===== src/rtl/serial_frame_deser_pkg.sv =====
// Shared types and default parameters for the serial frame deserializer.
// Imported by the sync detector and the top level.
package deser_pkg;

    typedef enum logic {
        HUNT    = 1'b0,
        COLLECT = 1'b1
    } state_t;

    localparam int         DESER_WIDTH    = 8;
    localparam int         DESER_SYNC_LEN = 4;
    localparam logic [3:0] DESER_SYNC     = 4'b1011;
    localparam int         DESER_WORDS    = 2;

    // Counter width for a modulo-n count, never narrower than one bit.
    function automatic int cnt_width(input int n);
        return (n <= 1) ? 1 : $clog2(n);
    endfunction

endpackage


===== src/rtl/serial_frame_deser_if.sv =====
// Serial input and parallel valid/ready output bundle of the deserializer.
// The master modport is the deserializer side; the slave modport is its environment.
interface serial_frame_deser_if #(
    parameter int WIDTH = deser_pkg::DESER_WIDTH
);
    logic             din;
    logic             din_valid;
    logic [WIDTH-1:0] dout;
    logic             dout_valid;
    logic             dout_ready;
    logic             frame_start;
    logic             in_frame;
    logic             overflow;

    modport master (
        input  din, din_valid, dout_ready,
        output dout, dout_valid, frame_start, in_frame, overflow
    );

    modport slave (
        output din, din_valid, dout_ready,
        input  dout, dout_valid, frame_start, in_frame, overflow
    );
endinterface


===== src/rtl/serial_frame_deser_sync_detector.sv =====
// Overlapping sync-pattern detector: bit history plus comparator.
// match is combinational on the incoming bit so the FSM can react on the same edge.
module sync_detector
    import deser_pkg::*;
#(
    parameter int                  SYNC_LEN = DESER_SYNC_LEN,
    parameter logic [SYNC_LEN-1:0] SYNC     = SYNC_LEN'(DESER_SYNC)
) (
    input  logic clk,
    input  logic rst_n,
    input  logic bit_in,
    input  logic bit_valid,
    input  logic clear,
    output logic match
);

    // The oldest history bit only ever leaves the window, so SYNC_LEN-1 stored bits suffice.
    logic [SYNC_LEN-2:0] hist_reg;
    logic [SYNC_LEN-1:0] window;

    assign window[0] = bit_in;

    generate
        for (genvar gi = 1; gi < SYNC_LEN; gi++) begin : g_window
            assign window[gi] = hist_reg[gi-1];
        end
    endgenerate

    assign match = bit_valid && (window == SYNC);

    always_ff @(posedge clk or negedge rst_n) begin
        if (!rst_n) begin
            hist_reg <= '0;
        end else if (clear) begin
            hist_reg <= '0;
        end else if (bit_valid) begin
            hist_reg <= window[SYNC_LEN-2:0];
        end
    end

endmodule


===== src/rtl/serial_frame_deser.sv =====
// Serial frame deserializer: hunts for a sync pattern, then packs WORDS
// WIDTH-bit words MSB-first into a one-entry valid/ready holding register.
module serial_frame_deser
    import deser_pkg::*;
#(
    parameter int                  WIDTH    = DESER_WIDTH,
    parameter int                  SYNC_LEN = DESER_SYNC_LEN,
    parameter logic [SYNC_LEN-1:0] SYNC     = SYNC_LEN'(DESER_SYNC),
    parameter int                  WORDS    = DESER_WORDS
) (
    input  logic                 clk,
    input  logic                 rst_n,
    serial_frame_deser_if.master bus
);

    localparam int BW = cnt_width(WIDTH);
    localparam int WW = cnt_width(WORDS);
    localparam logic [BW-1:0] BIT_LAST  = BW'(WIDTH - 1);
    localparam logic [WW-1:0] WORD_LAST = WW'(WORDS - 1);

    state_t state_reg, state_next;

    logic [BW-1:0]    bit_cnt_reg;
    logic [WW-1:0]    word_cnt_reg;
    logic [WIDTH-1:0] word_reg;
    logic [WIDTH-1:0] dout_reg;
    logic             dout_valid_reg;
    logic             frame_start_reg;
    logic             in_frame_reg;
    logic             overflow_reg;

    logic             hunt_bit;
    logic             collect_bit;
    logic             word_done;
    logic             frame_done;
    logic             match;
    logic [WIDTH-1:0] word_new;

    assign word_new = {word_reg[WIDTH-2:0], bus.din};

    sync_detector #(
        .SYNC_LEN (SYNC_LEN),
        .SYNC     (SYNC)
    ) u_sync (
        .clk       (clk),
        .rst_n     (rst_n),
        .bit_in    (bus.din),
        .bit_valid (hunt_bit),
        .clear     (frame_done),
        .match     (match)
    );

    always_ff @(posedge clk or negedge rst_n) begin
        if (!rst_n) begin
            state_reg <= HUNT;
        end else begin
            state_reg <= state_next;
        end
    end

    always_comb begin
        state_next = state_reg;
        case (state_reg)
            HUNT:    if (match)      state_next = COLLECT;
            COLLECT: if (frame_done) state_next = HUNT;
            default:                 state_next = HUNT;
        endcase
    end

    always_comb begin
        hunt_bit    = 1'b0;
        collect_bit = 1'b0;
        word_done   = 1'b0;
        frame_done  = 1'b0;
        if (bus.din_valid) begin
            hunt_bit    = (state_reg == HUNT);
            collect_bit = (state_reg == COLLECT);
        end
        word_done  = collect_bit && (bit_cnt_reg == BIT_LAST);
        frame_done = word_done && (word_cnt_reg == WORD_LAST);
    end

    always_ff @(posedge clk or negedge rst_n) begin
        if (!rst_n) begin
            bit_cnt_reg  <= '0;
            word_cnt_reg <= '0;
            word_reg     <= '0;
        end else if (match) begin
            bit_cnt_reg  <= '0;
            word_cnt_reg <= '0;
        end else if (collect_bit) begin
            word_reg <= word_new;
            if (word_done) begin
                bit_cnt_reg  <= '0;
                word_cnt_reg <= word_cnt_reg + 1'b1;
            end else begin
                bit_cnt_reg <= bit_cnt_reg + 1'b1;
            end
        end
    end

    // A consume and a load on the same edge simply replace the held word.
    always_ff @(posedge clk or negedge rst_n) begin
        if (!rst_n) begin
            dout_reg        <= '0;
            dout_valid_reg  <= 1'b0;
            frame_start_reg <= 1'b0;
            in_frame_reg    <= 1'b0;
            overflow_reg    <= 1'b0;
        end else begin
            frame_start_reg <= match;
            in_frame_reg    <= (state_next == COLLECT);
            overflow_reg    <= 1'b0;
            if (word_done) begin
                if (!dout_valid_reg || bus.dout_ready) begin
                    dout_reg       <= word_new;
                    dout_valid_reg <= 1'b1;
                end else begin
                    overflow_reg <= 1'b1;
                end
            end else if (dout_valid_reg && bus.dout_ready) begin
                dout_valid_reg <= 1'b0;
            end
        end
    end

    assign bus.dout        = dout_reg;
    assign bus.dout_valid  = dout_valid_reg;
    assign bus.frame_start = frame_start_reg;
    assign bus.in_frame    = in_frame_reg;
    assign bus.overflow    = overflow_reg;

endmodule


===== src/flat_wrapper.sv =====
// flat-port wrapper written by rule: the top's interface ports become plain ports
module serial_frame_deser_flat import deser_pkg::*;
#(
    parameter int                  WIDTH    = DESER_WIDTH,
    parameter int                  SYNC_LEN = DESER_SYNC_LEN,
    parameter logic [SYNC_LEN-1:0] SYNC     = SYNC_LEN'(DESER_SYNC),
    parameter int                  WORDS    = DESER_WORDS
)
  (clk, rst_n, bus_din, bus_din_valid, bus_dout_ready, bus_dout, bus_dout_valid, bus_frame_start, bus_in_frame, bus_overflow);
  serial_frame_deser_if #(.WIDTH(WIDTH)) bus_i ();
  input  logic clk;
  input  logic rst_n;
  input wire logic [$bits(bus_i.din)-1:0] bus_din;
  input wire logic [$bits(bus_i.din_valid)-1:0] bus_din_valid;
  input wire logic [$bits(bus_i.dout_ready)-1:0] bus_dout_ready;
  output wire logic [$bits(bus_i.dout)-1:0] bus_dout;
  output wire logic [$bits(bus_i.dout_valid)-1:0] bus_dout_valid;
  output wire logic [$bits(bus_i.frame_start)-1:0] bus_frame_start;
  output wire logic [$bits(bus_i.in_frame)-1:0] bus_in_frame;
  output wire logic [$bits(bus_i.overflow)-1:0] bus_overflow;
  assign bus_i.din = bus_din;
  assign bus_i.din_valid = bus_din_valid;
  assign bus_i.dout_ready = bus_dout_ready;
  assign bus_dout = bus_i.dout;
  assign bus_dout_valid = bus_i.dout_valid;
  assign bus_frame_start = bus_i.frame_start;
  assign bus_in_frame = bus_i.in_frame;
  assign bus_overflow = bus_i.overflow;
  serial_frame_deser #(.WIDTH(WIDTH), .SYNC_LEN(SYNC_LEN), .SYNC(SYNC), .WORDS(WORDS)) u_core (.clk(clk), .rst_n(rst_n), .bus(bus_i));
endmodule

===== config.mk =====
export PLATFORM = sky130hd
export DESIGN_NAME = serial_frame_deser_flat
export DESIGN_NICKNAME = d
export VERILOG_FILES = /design/src/rtl/serial_frame_deser_pkg.sv /design/src/rtl/serial_frame_deser_if.sv /design/src/rtl/serial_frame_deser_sync_detector.sv /design/src/rtl/serial_frame_deser.sv /design/src/flat_wrapper.sv
export SDC_FILE = /design/constraint.sdc
export NUM_CORES = 1
export LEC_CHECK = 0
export BUFFER_PORTS_ARGS = -buffer_cell sky130_fd_sc_hd__buf_4
export CORE_UTILIZATION = 45
export CTS_CLUSTER_SIZE = 16
export DETAILED_ROUTE_END_ITERATION = 8
export GPL_TIMING_DRIVEN = 0
export PLACE_DENSITY_LB_ADDON = 0.15
export SLEW_MARGIN = 25
export SYNTH_ARGS = -nofsm -noshare
export SYNTH_HDL_FRONTEND = slang
export SYNTH_SLANG_ARGS = --single-unit
export TNS_END_PERCENT = 10

===== constraint.sdc =====
create_clock -name clk -period 1.6 [get_ports clk]
set_clock_uncertainty 0.05 [all_clocks]
set_input_delay 0.32 -clock clk [delete_from_list [all_inputs] [get_ports clk]]
set_output_delay 0.32 -clock clk [all_outputs]
set_load 0.02 [all_outputs]

Yosys cells after proc, flatten, opt, wreduce, memory -nomap -nowiden --
Index checks and enable logic that the tools add are counted.
Storage, ports and cells: flip-flop bits (word level) 26, bits in latches 0, RAM bits 0, bits in read-only memories 0, bits of input ports 5, output and inout port bits 12, logic and storage cells 48, memories 0
Operators by class: add/sub/neg operators 2, multipliers 0, divide/modulo/power cells 0, order comparisons 0, eq/ne operators 3, shift operators 0, muxes and demuxes 18, bitwise logic cells 2, reduce and logical (&&, ||, !) cells 14
Operator list (number):
- 3-bit two-way mux | 5
- 1-bit two-way mux | 12
- 2-bit AND reduction | 4
- 2-bit nonzero test | 4
- 4-bit == test, second input constant | 1
- 1-bit logical AND | 4
- 3-bit by 1-bit adder with 3-bit output, second input constant | 1
- 3-bit == test, second input constant | 1
- 2-bit inequality test, second input constant | 1
- 1-bit inverter | 2
- 1-bit case mux with 2 select lines | 1
- 1-bit adder, second input constant | 1
- 1-bit logical NOT | 1
- 1-bit logical OR | 1

Depth between registers and ports, before layout --
Gate-level depths: netlist of the first run.
word-level depth 5, gate-level depth with buffers 6, mapped depth without buffers 5

Modules after synthesis --
Synthesis of the first run repeated with hierarchy kept, for this count alone.
Unflattened totals: cell total of the unflattened synthesis 76, area total of the unflattened synthesis 1069.8 um^2
Modules (own cells, without submodules):
- serial_frame_deser | times used 1, cells each 65, area each 937.1 um^2, sequential area each 575.6 um^2
- sync_detector | times used 1, cells each 11, area each 132.6 um^2, sequential area each 75.1 um^2

Worst setup path after synthesis of the first run --
Ideal clock, no wire load.
path kind reg2reg, start point register u_core.bit_cnt_reg[0], end point register u_core.dout_reg[0], in the netlist u_core.bus.dout[0], library setup time 127 ps, arrival time 1411 ps, required time 1423 ps, setup slack 11 ps, cell stages (with the launch flop) 7, buffers on the path 1, clock period less this slack 1589 ps, path through dfrtp_1 > ha_1 > ha_1 > nand3_2 > nor2b_1 > buf_4 > mux2_1
On the way: longest elaborated chain between the ends 3
RTL lines:
- start, declared | line serial_frame_deser.sv:23 | logic [BW-1:0] bit_cnt_reg;
- start signal, assigned | line serial_frame_deser.sv:97 | bit_cnt_reg <= bit_cnt_reg + 1'b1;
- 3-bit == test | line serial_frame_deser.sv:79 | word_done = collect_bit && (bit_cnt_reg == BIT_LAST);
- 1-bit logical AND | line serial_frame_deser.sv:79
- 2-bit AND reduction (no line)
- end signal, assigned | line serial_frame_deser.sv:116 | dout_reg <= word_new;
- end, declared | line serial_frame_deser.sv:26 | logic [WIDTH-1:0] dout_reg;
No other way between the ends. A chain may end at the register's enable or synchronous reset.

Worst setup path after layout of the first run --
start point register u_core.bit_cnt_reg[1], end point register u_core.dout_reg[0], in the netlist u_core.bus.dout[0]
Same word-level chain as after synthesis.

==> results of run 1 <==
[per-stage QoR]
| step | hold WS (ns) | std cells | setup slack [ns] |
|---|---|---|---|
| floorplan | -0.0256 | 73 | 0.0112 |
| global placement | 0.193 | 116 | -0.105 |
| detailed placement | 0.192 | 116 | -0.140 |
| CTS | 0.197 | 123 | 0.0125 |
| global route | 0.203 | 124 | -0.0174 |
| finish | 0.197 | 124 | 0.0263 |
[cells in the mapped netlist]
| cell | count | area share [%] |
|---|---|---|
| dfrtp_1 | 26 | 63 |
| mux2_1 | 14 | 15 |
| nand2_1 | 5 | 1.8 |
| nor2_1 | 4 | 1.5 |
| a22o_1 | 3 | 2.5 |
| buf_2 | 2 | 0.97 |
| ha_1 | 2 | 2.4 |
| a21bo_2 | 1 | 0.97 |
| a21o_1 | 1 | 0.73 |
| and3_1 | 1 | 0.61 |
| and3b_1 | 1 | 0.85 |
| buf_4 | 1 | 0.73 |
| inv_1 | 1 | 0.36 |
| mux2_2 | 1 | 1.1 |
| mux2i_1 | 1 | 0.97 |
| nand2b_1 | 1 | 0.61 |
| nand3_1 | 1 | 0.48 |
| nand3_2 | 1 | 0.97 |
| nand4_1 | 1 | 0.61 |
| nor2b_1 | 1 | 0.61 |
| nor2b_2 | 1 | 0.85 |
| o21ai_1 | 1 | 0.48 |
| o32ai_1 | 1 | 0.85 |
| xor2_1 | 1 | 0.85 |
[routing by layer]
metal | part of all wire [%] | routed length (µm)
met4 | 0.49 | 8
met1 | 46 | 750
met5 | 0 | 0
met3 | 4.6 | 75
met2 | 49 | 797
[final cells by class]
class,instances,area share [%]
Buffer,3,1.63
Clock buffer,3,1.72
Inverter,1,0.287
Multi-Input combinational cell,43,31.8
Sequential cell,26,49.7
Tap cell,27,2.58
Timing Repair Buffer,21,12.2
[worst register-to-register path, delay by kind of cell (launching register included)]
family | cells | cell delay, ns
flops | 1 | 0.38
fa+ha+maj | 2 | 0.35
mux | 1 | 0.31
simple gates | 2 | 0.21
buf+inv | 1 | 0.17
[cells by family (layout without fill, tap and decap cells)]
logic type	Yosys count	count (layout)	synth area share, %
muxes	16	16	17.3
DFF	26	26	63.0
and+or+nand+nor	17	17	8.84
AOI/OAI and AO/OA	7	7	5.57
buffers and inverters	4	28	2.06
xor gates and xnor gates	1	1	0.848
adders and majority gates	2	2	2.42
[worst paths after layout]
check                                                              to  slack, ns  cells after the start
worst max register to register         u_core.bus.dout[0]$_DFFE_PN0P_       0.03                      6
worst min-delay path            u_core.u_sync.hist_reg[0]$_DFFE_PN0P_       0.20                      2
min in group asynchronous              u_core.bus.dout[7]$_DFFE_PN0P_       0.38                      2
worst max-delay path                   u_core.bus.dout[0]$_DFFE_PN0P_       0.03                      6
max in group asynchronous              u_core.bus.dout[2]$_DFFE_PN0P_       0.87                      2
worst min register to register  u_core.u_sync.hist_reg[2]$_DFFE_PN0P_       0.46                      1
[repair_timing]
| item | 4_1_cts | 5_1_grt |
|---|---|---|
| resized for setup | 11 | 3 |
| endpoints found under the setup margin | 8 | 8 |
| setup buffers | 3 | 1 |
| pin swaps | 1 | 2 |
| endpoints found under the hold margin | 26 | 0 |
| hold buffers | 1 | 0 |
[power by group through the flow]
stage / combinational, mW / sequential [mW] / clock, mW
floorplan: 0.323 / 1.10 / 0
global placement: 0.560 / 1.05 / 0
detailed placement: 0.575 / 1.06 / 0
CTS: 0.673 / 1.05 / 0.270
global route: 0.761 / 1.09 / 0.296
finish: 0.684 / 1.06 / 0.258
==> results.py, run 1 <==
metrics = {
    "status": {
        "outcome": "finished, final reports clean",
    },
    "grt": {
        "use_met2_pct": 24.8,
        "grt_max_degree": 27,
        "met3_usage_pct": 3.70,
        "grt_busiest_layer": "met2",
        "met1_usage_pct": 21.2,
        "grt_pass1_wl_mm": 2.92,
        "grt_pass1_vias": 642,
        "gr-total-overflow": 0,
        "grtUsageTotal_pct": 15.6,
        "antenna_found_initial": 0,
    },
    "sta": {
        "relSlewSlack_pct": 78.7,
        "fmax_mhz": 635,
        "grt_setup_unrepaired": "yes",
        "finalHoldViolCount": 0,
        "finalMaxSlewViolations": 0,
        "layout_worst_path_cycle_share_pct": 98.4,
        "tns_ns": 0,
        "fin_crit_ns": 1.57,
        "setup_viol": 0,
        "worstMarginPinSlew_ns": 0.320,
    },
    "critical_path": {
        "worstSetupEndpointType": "register",
        "crit_type": "register to register",
        "crit_path_start_kind": "register",
        "arrival_ns": 1.72,
        "crit_start": "u_core.bit_cnt_reg[1]$_DFFE_PN0P_",
        "critical_path.top_delay_family": "flip-flops",
        "worstPathMaxFanout": 8,
        "cp_slowest_cell": "dfrtp_1",
        "r2r_start": "u_core.bit_cnt_reg[1]$_DFFE_PN0P_",
        "worstPathCellList": "ha_2 -> ha_4 -> nand3_4 -> nor2b_2 -> buf_6 -> mux2_4",
        "cpPeakStageDelay_ns": 0.38,
        "path_buf_inv": 1,
        "cp.required_ns": 1.75,
    },
    "clock_tree": {
        "cts_htree_levels": 1,
        "clock_path_buffers": 2,
        "cts_tree": "done",
        "path_clk_slew_ns": 0.13,
        "cts-buffers-inserted": 3,
        "clock_sinks": 26,
        "cts-root-buf": "clkbuf_4",
        "clock_latency_ns": 0.31,
    },
    "floorplan": {
        "core_mm2": 0.00206,
        "die_w_um": 49.9,
        "initial_core_util_pct": 50.1,
        "pin_count": 17,
        "num_rows": 16,
        "die-height_um": 49.9,
        "die_area_mm2": 0.00249,
    },
    "layout": {
        "seq_area_um2": 651,
        "largest_register_ffs": 8,
        "fin_area_mm2": 0.00131,
        "syn2layout_area_growth_pct": 26.6,
        "multi_input_area_um2": 417,
        "fin_util_pct": 63.5,
        "antenna_cells": 0,
        "nNetsFinal": 106,
        "drive_above_1_share_pct": 42.3,
        "fillers": 169,
        "final_common_cell": "dfrtp_1",
        "layout_common_cells": "26 x dfrtp_1, 20 x buf_4, 8 x mux2_4, 6 x mux2_1, 5 x nand2_1",
    },
    "pwr": {
        "intPower_mw": 1.36,
        "p_per_area_mw_per_mm2": 1530,
        "p_leak_nw": 0.665,
        "p_total_mw": 2.00,
        "ir_drop_mv": 0.967,
        "seqPwrFrac_pct": 52.8,
        "switchingPower_mw": 0.633,
        "switching_share_pct": 31.7,
        "p_comb_share_pct": 34.2,
        "p_clk_share_pct": 12.9,
    },
    "synthesis": {
        "ys_ff_latch": 26,
        "synth_nets": 80,
        "ys_seq_area_share_pct": 63.0,
        "synthesis.area_mm2": 0.00103,
        "syn_area_per_cell_um2": 14.2,
        "yosysWarnings": 0,
        "synth.distinct_cells": 24,
        "synthCells": 73,
    },
    "placed_design": {
        "place_area_mm2": 0.00119,
        "io_buffer_count": 16,
        "gp_congestion": 0.673,
        "place_hpwl_mm": 1.05,
    },
    "routing": {
        "first_iter_violations": 5,
        "viasPerCell": 5.15,
        "dr.pass1.iters": 4,
        "route.detailed.drc": 0,
        "routedWlPerCell_um": 13.2,
        "drt-total-wl_mm": 1.63,
        "vias": 638,
        "ant_nets": 0,
    },
    "worst_hold_path": {
        "hp-class": "primary input to register",
        "hold_start": "bus_din",
    },
    "run": {
        "maxCapViolCount": 0,
    },
}
No activity file was read; power rests on OpenSTA's default activity.
==> run 2, diff against run 1 <==
--- a/config.mk
+++ b/config.mk
@@ -10,7 +10,7 @@
 export CTS_CLUSTER_SIZE = 16
 export DETAILED_ROUTE_END_ITERATION = 8
 export GPL_TIMING_DRIVEN = 0
-export PLACE_DENSITY_LB_ADDON = 0.15
+export PLACE_DENSITY = 0.69
 export SLEW_MARGIN = 25
 export SYNTH_ARGS = -nofsm -noshare
 export SYNTH_HDL_FRONTEND = slang
==> constraint.sdc (replaced) <==
create_clock -name clk -period 1.6 [get_ports clk]
set_clock_uncertainty 0.05 [all_clocks]
set_input_delay 0.08 -clock clk [delete_from_list [all_inputs] [get_ports clk]]
set_output_delay 0.08 -clock clk [all_outputs]
set_load 0.02 [all_outputs]
==> results.py, run 2 (synthesis gave the netlist of run 1 again) <==
metrics = {
    "status": {
        "outcome": "finished, final reports clean",
    },
    "grt": {
        "grt_pass1_wl_mm": 3.09,
        "grt_max_degree": 27,
        "antenna_found_initial": 0,
        "grt_pass1_vias": 680,
        "grtUsageTotal_pct": 16.8,
        "gr-total-overflow": 0,
    },
    "clock_tree": {
        "cts-root-buf": "clkbuf_4",
        "cts-buffers-inserted": 3,
        "cts_htree_levels": 1,
        "clock_path_buffers": 2,
        "clock_latency_ns": 0.31,
        "path_clk_slew_ns": 0.13,
        "clock_sinks": 26,
        "cts_tree": "done",
    },
    "critical_path": {
        "crit_path_start_kind": "register",
        "worstPathMaxFanout": 8,
        "rrSetupSlack_ns": 0.05,
        "cp.required_ns": 1.76,
        "crit_type": "register to register",
        "arrival_ns": 1.72,
        "worstSetupEndpointType": "register",
    },
    "sta": {
        "worstMarginPinSlew_ns": 0.325,
        "hold_slack_ns": 0.132,
        "fin_crit_ns": 1.55,
        "finalMaxSlewViolations": 0,
        "setup_viol": 0,
        "finalHoldViolCount": 0,
        "grt_setup_unrepaired": "yes",
        "fmax_mhz": 645,
        "layout_worst_path_cycle_share_pct": 96.9,
        "relSlewSlack_pct": 78.3,
        "tns_ns": 0,
    },
    "floorplan": {
        "die_w_um": 49.9,
        "initial_core_util_pct": 50.1,
        "die_area_mm2": 0.00249,
        "die-height_um": 49.9,
        "num_rows": 16,
        "pin_count": 17,
        "core_mm2": 0.00206,
    },
    "routing": {
        "ant_nets": 0,
        "dr_wl_met2_um": 798,
        "route.detailed.drc": 0,
        "vias": 648,
        "route.top_layer_used": "met4",
        "first_iter_violations": 4,
        "routedWlPerCell_um": 13.2,
        "drt-total-wl_mm": 1.67,
        "drt-met1-wl_um": 812,
        "viasPerCell": 5.10,
        "wl_met3_um": 49,
        "dr.pass1.iters": 2,
    },
    "pwr": {
        "ir_drop_mv": 0.963,
        "p_leak_nw": 0.686,
        "p_per_area_mw_per_mm2": 1610,
        "p_total_mw": 2.19,
    },
    "layout": {
        "final_common_cell": "dfrtp_1",
        "drive_above_1_share_pct": 41.0,
        "fillers": 157,
        "largest_register_ffs": 8,
        "nNetsFinal": 108,
        "antenna_cells": 0,
        "fin_util_pct": 66.0,
        "syn2layout_area_growth_pct": 31.7,
        "layout_common_cells": "26 x dfrtp_1, 19 x buf_4, 8 x mux2_4, 6 x mux2_1, 5 x nand2_1",
    },
    "placed_design": {
        "gp_congestion": 0.658,
        "place_hpwl_mm": 1.07,
        "io_buffer_count": 16,
    },
    "worst_hold_path": {
        "hp-class": "primary input to asynchronous set/reset pin",
    },
    "run": {
        "maxCapViolCount": 0,
    },
}
[run 2: cell count changes in the layout (fill, tap and decap cells not counted)]
cell / delta
dlygate4sd3_1: +3
buf_4: -1
bufinv_16: +1
[run 2: final cells by class]
cell class / count / area [µm²] / area share [%]
Timing Repair Buffer: 23 / 183 / 13.4
Tap cell: 27 / 33.8 / 2.48
Clock inverter: 1 / 30.0 / 2.21
Buffer: 3 / 21.3 / 1.56
Sequential cell: 26 / 651 / 47.8
Multi-Input combinational cell: 43 / 417 / 30.6
Clock buffer: 3 / 22.5 / 1.65
Inverter: 1 / 3.75 / 0.276
[run 2: metal layers]
layer | track usage (%) | vias up
met4 | 7.14 | 0
met2 | 27.3 | 13
met3 | 2.78 | 2
li1 | - | 311
met5 | 0 | -
met1 | 22.0 | 322
[run 2: worst paths after layout]
| kind | start | endpoint | depth (start not counted) |
|---|---|---|---|
| min reg2reg | u_core.u_sync.hist_reg[2]$_DFFE_PN0P_ | u_core.u_sync.hist_reg[2]$_DFFE_PN0P_ | 1 |
| max | u_core.bit_cnt_reg[0]$_DFFE_PN0P_ | u_core.bus.dout[0]$_DFFE_PN0P_ | 6 |
| min in group clk | u_core.u_sync.hist_reg[2]$_DFFE_PN0P_ | u_core.u_sync.hist_reg[2]$_DFFE_PN0P_ | 1 |
| max reg2reg | u_core.bit_cnt_reg[0]$_DFFE_PN0P_ | u_core.bus.dout[0]$_DFFE_PN0P_ | 6 |
| min | rst_n | u_core.word_reg[5]$_DFFE_PN0P_ | 2 |
| max in group asynchronous | rst_n | u_core.bus.frame_start$_DFF_PN0_ | 2 |
[run 2: stage by stage]
stage | area (µm²) | setup WS [ns] | instances
finish | 1360 | 0.0489 | 127
global placement | 1190 | -0.106 | 116
floorplan | 1030 | 0.0112 | 73
detailed placement | 1190 | -0.135 | 116
CTS | 1330 | -0.0152 | 126
global route | 1360 | -0.0170 | 127
[run 2: repair_timing]
item	4_1_cts	5_1_grt
setup endpoints to repair	8	8
gates resized for setup	8	6
buffers inserted	2	1
pin swaps	1	2
gates cloned	0	0
hold buffers	4	0
hold endpoints to repair	32	0
[run 2: power breakdown]
group	leakage [nW]	total [mW]	switching, mW	internal [mW]
registers	0.339	1.06	0.179	0.883
logic	0.319	0.685	0.296	0.389
clock network	0.0279	0.440	0.187	0.253
[run 2: worst max-delay path, cell delays in order (launching register included)]
cell     delay [ns]
dfrtp_1        0.38
ha_2           0.19
ha_4           0.14
nand3_4        0.07
nor2b_2        0.13
buf_6          0.17
mux2_4         0.31
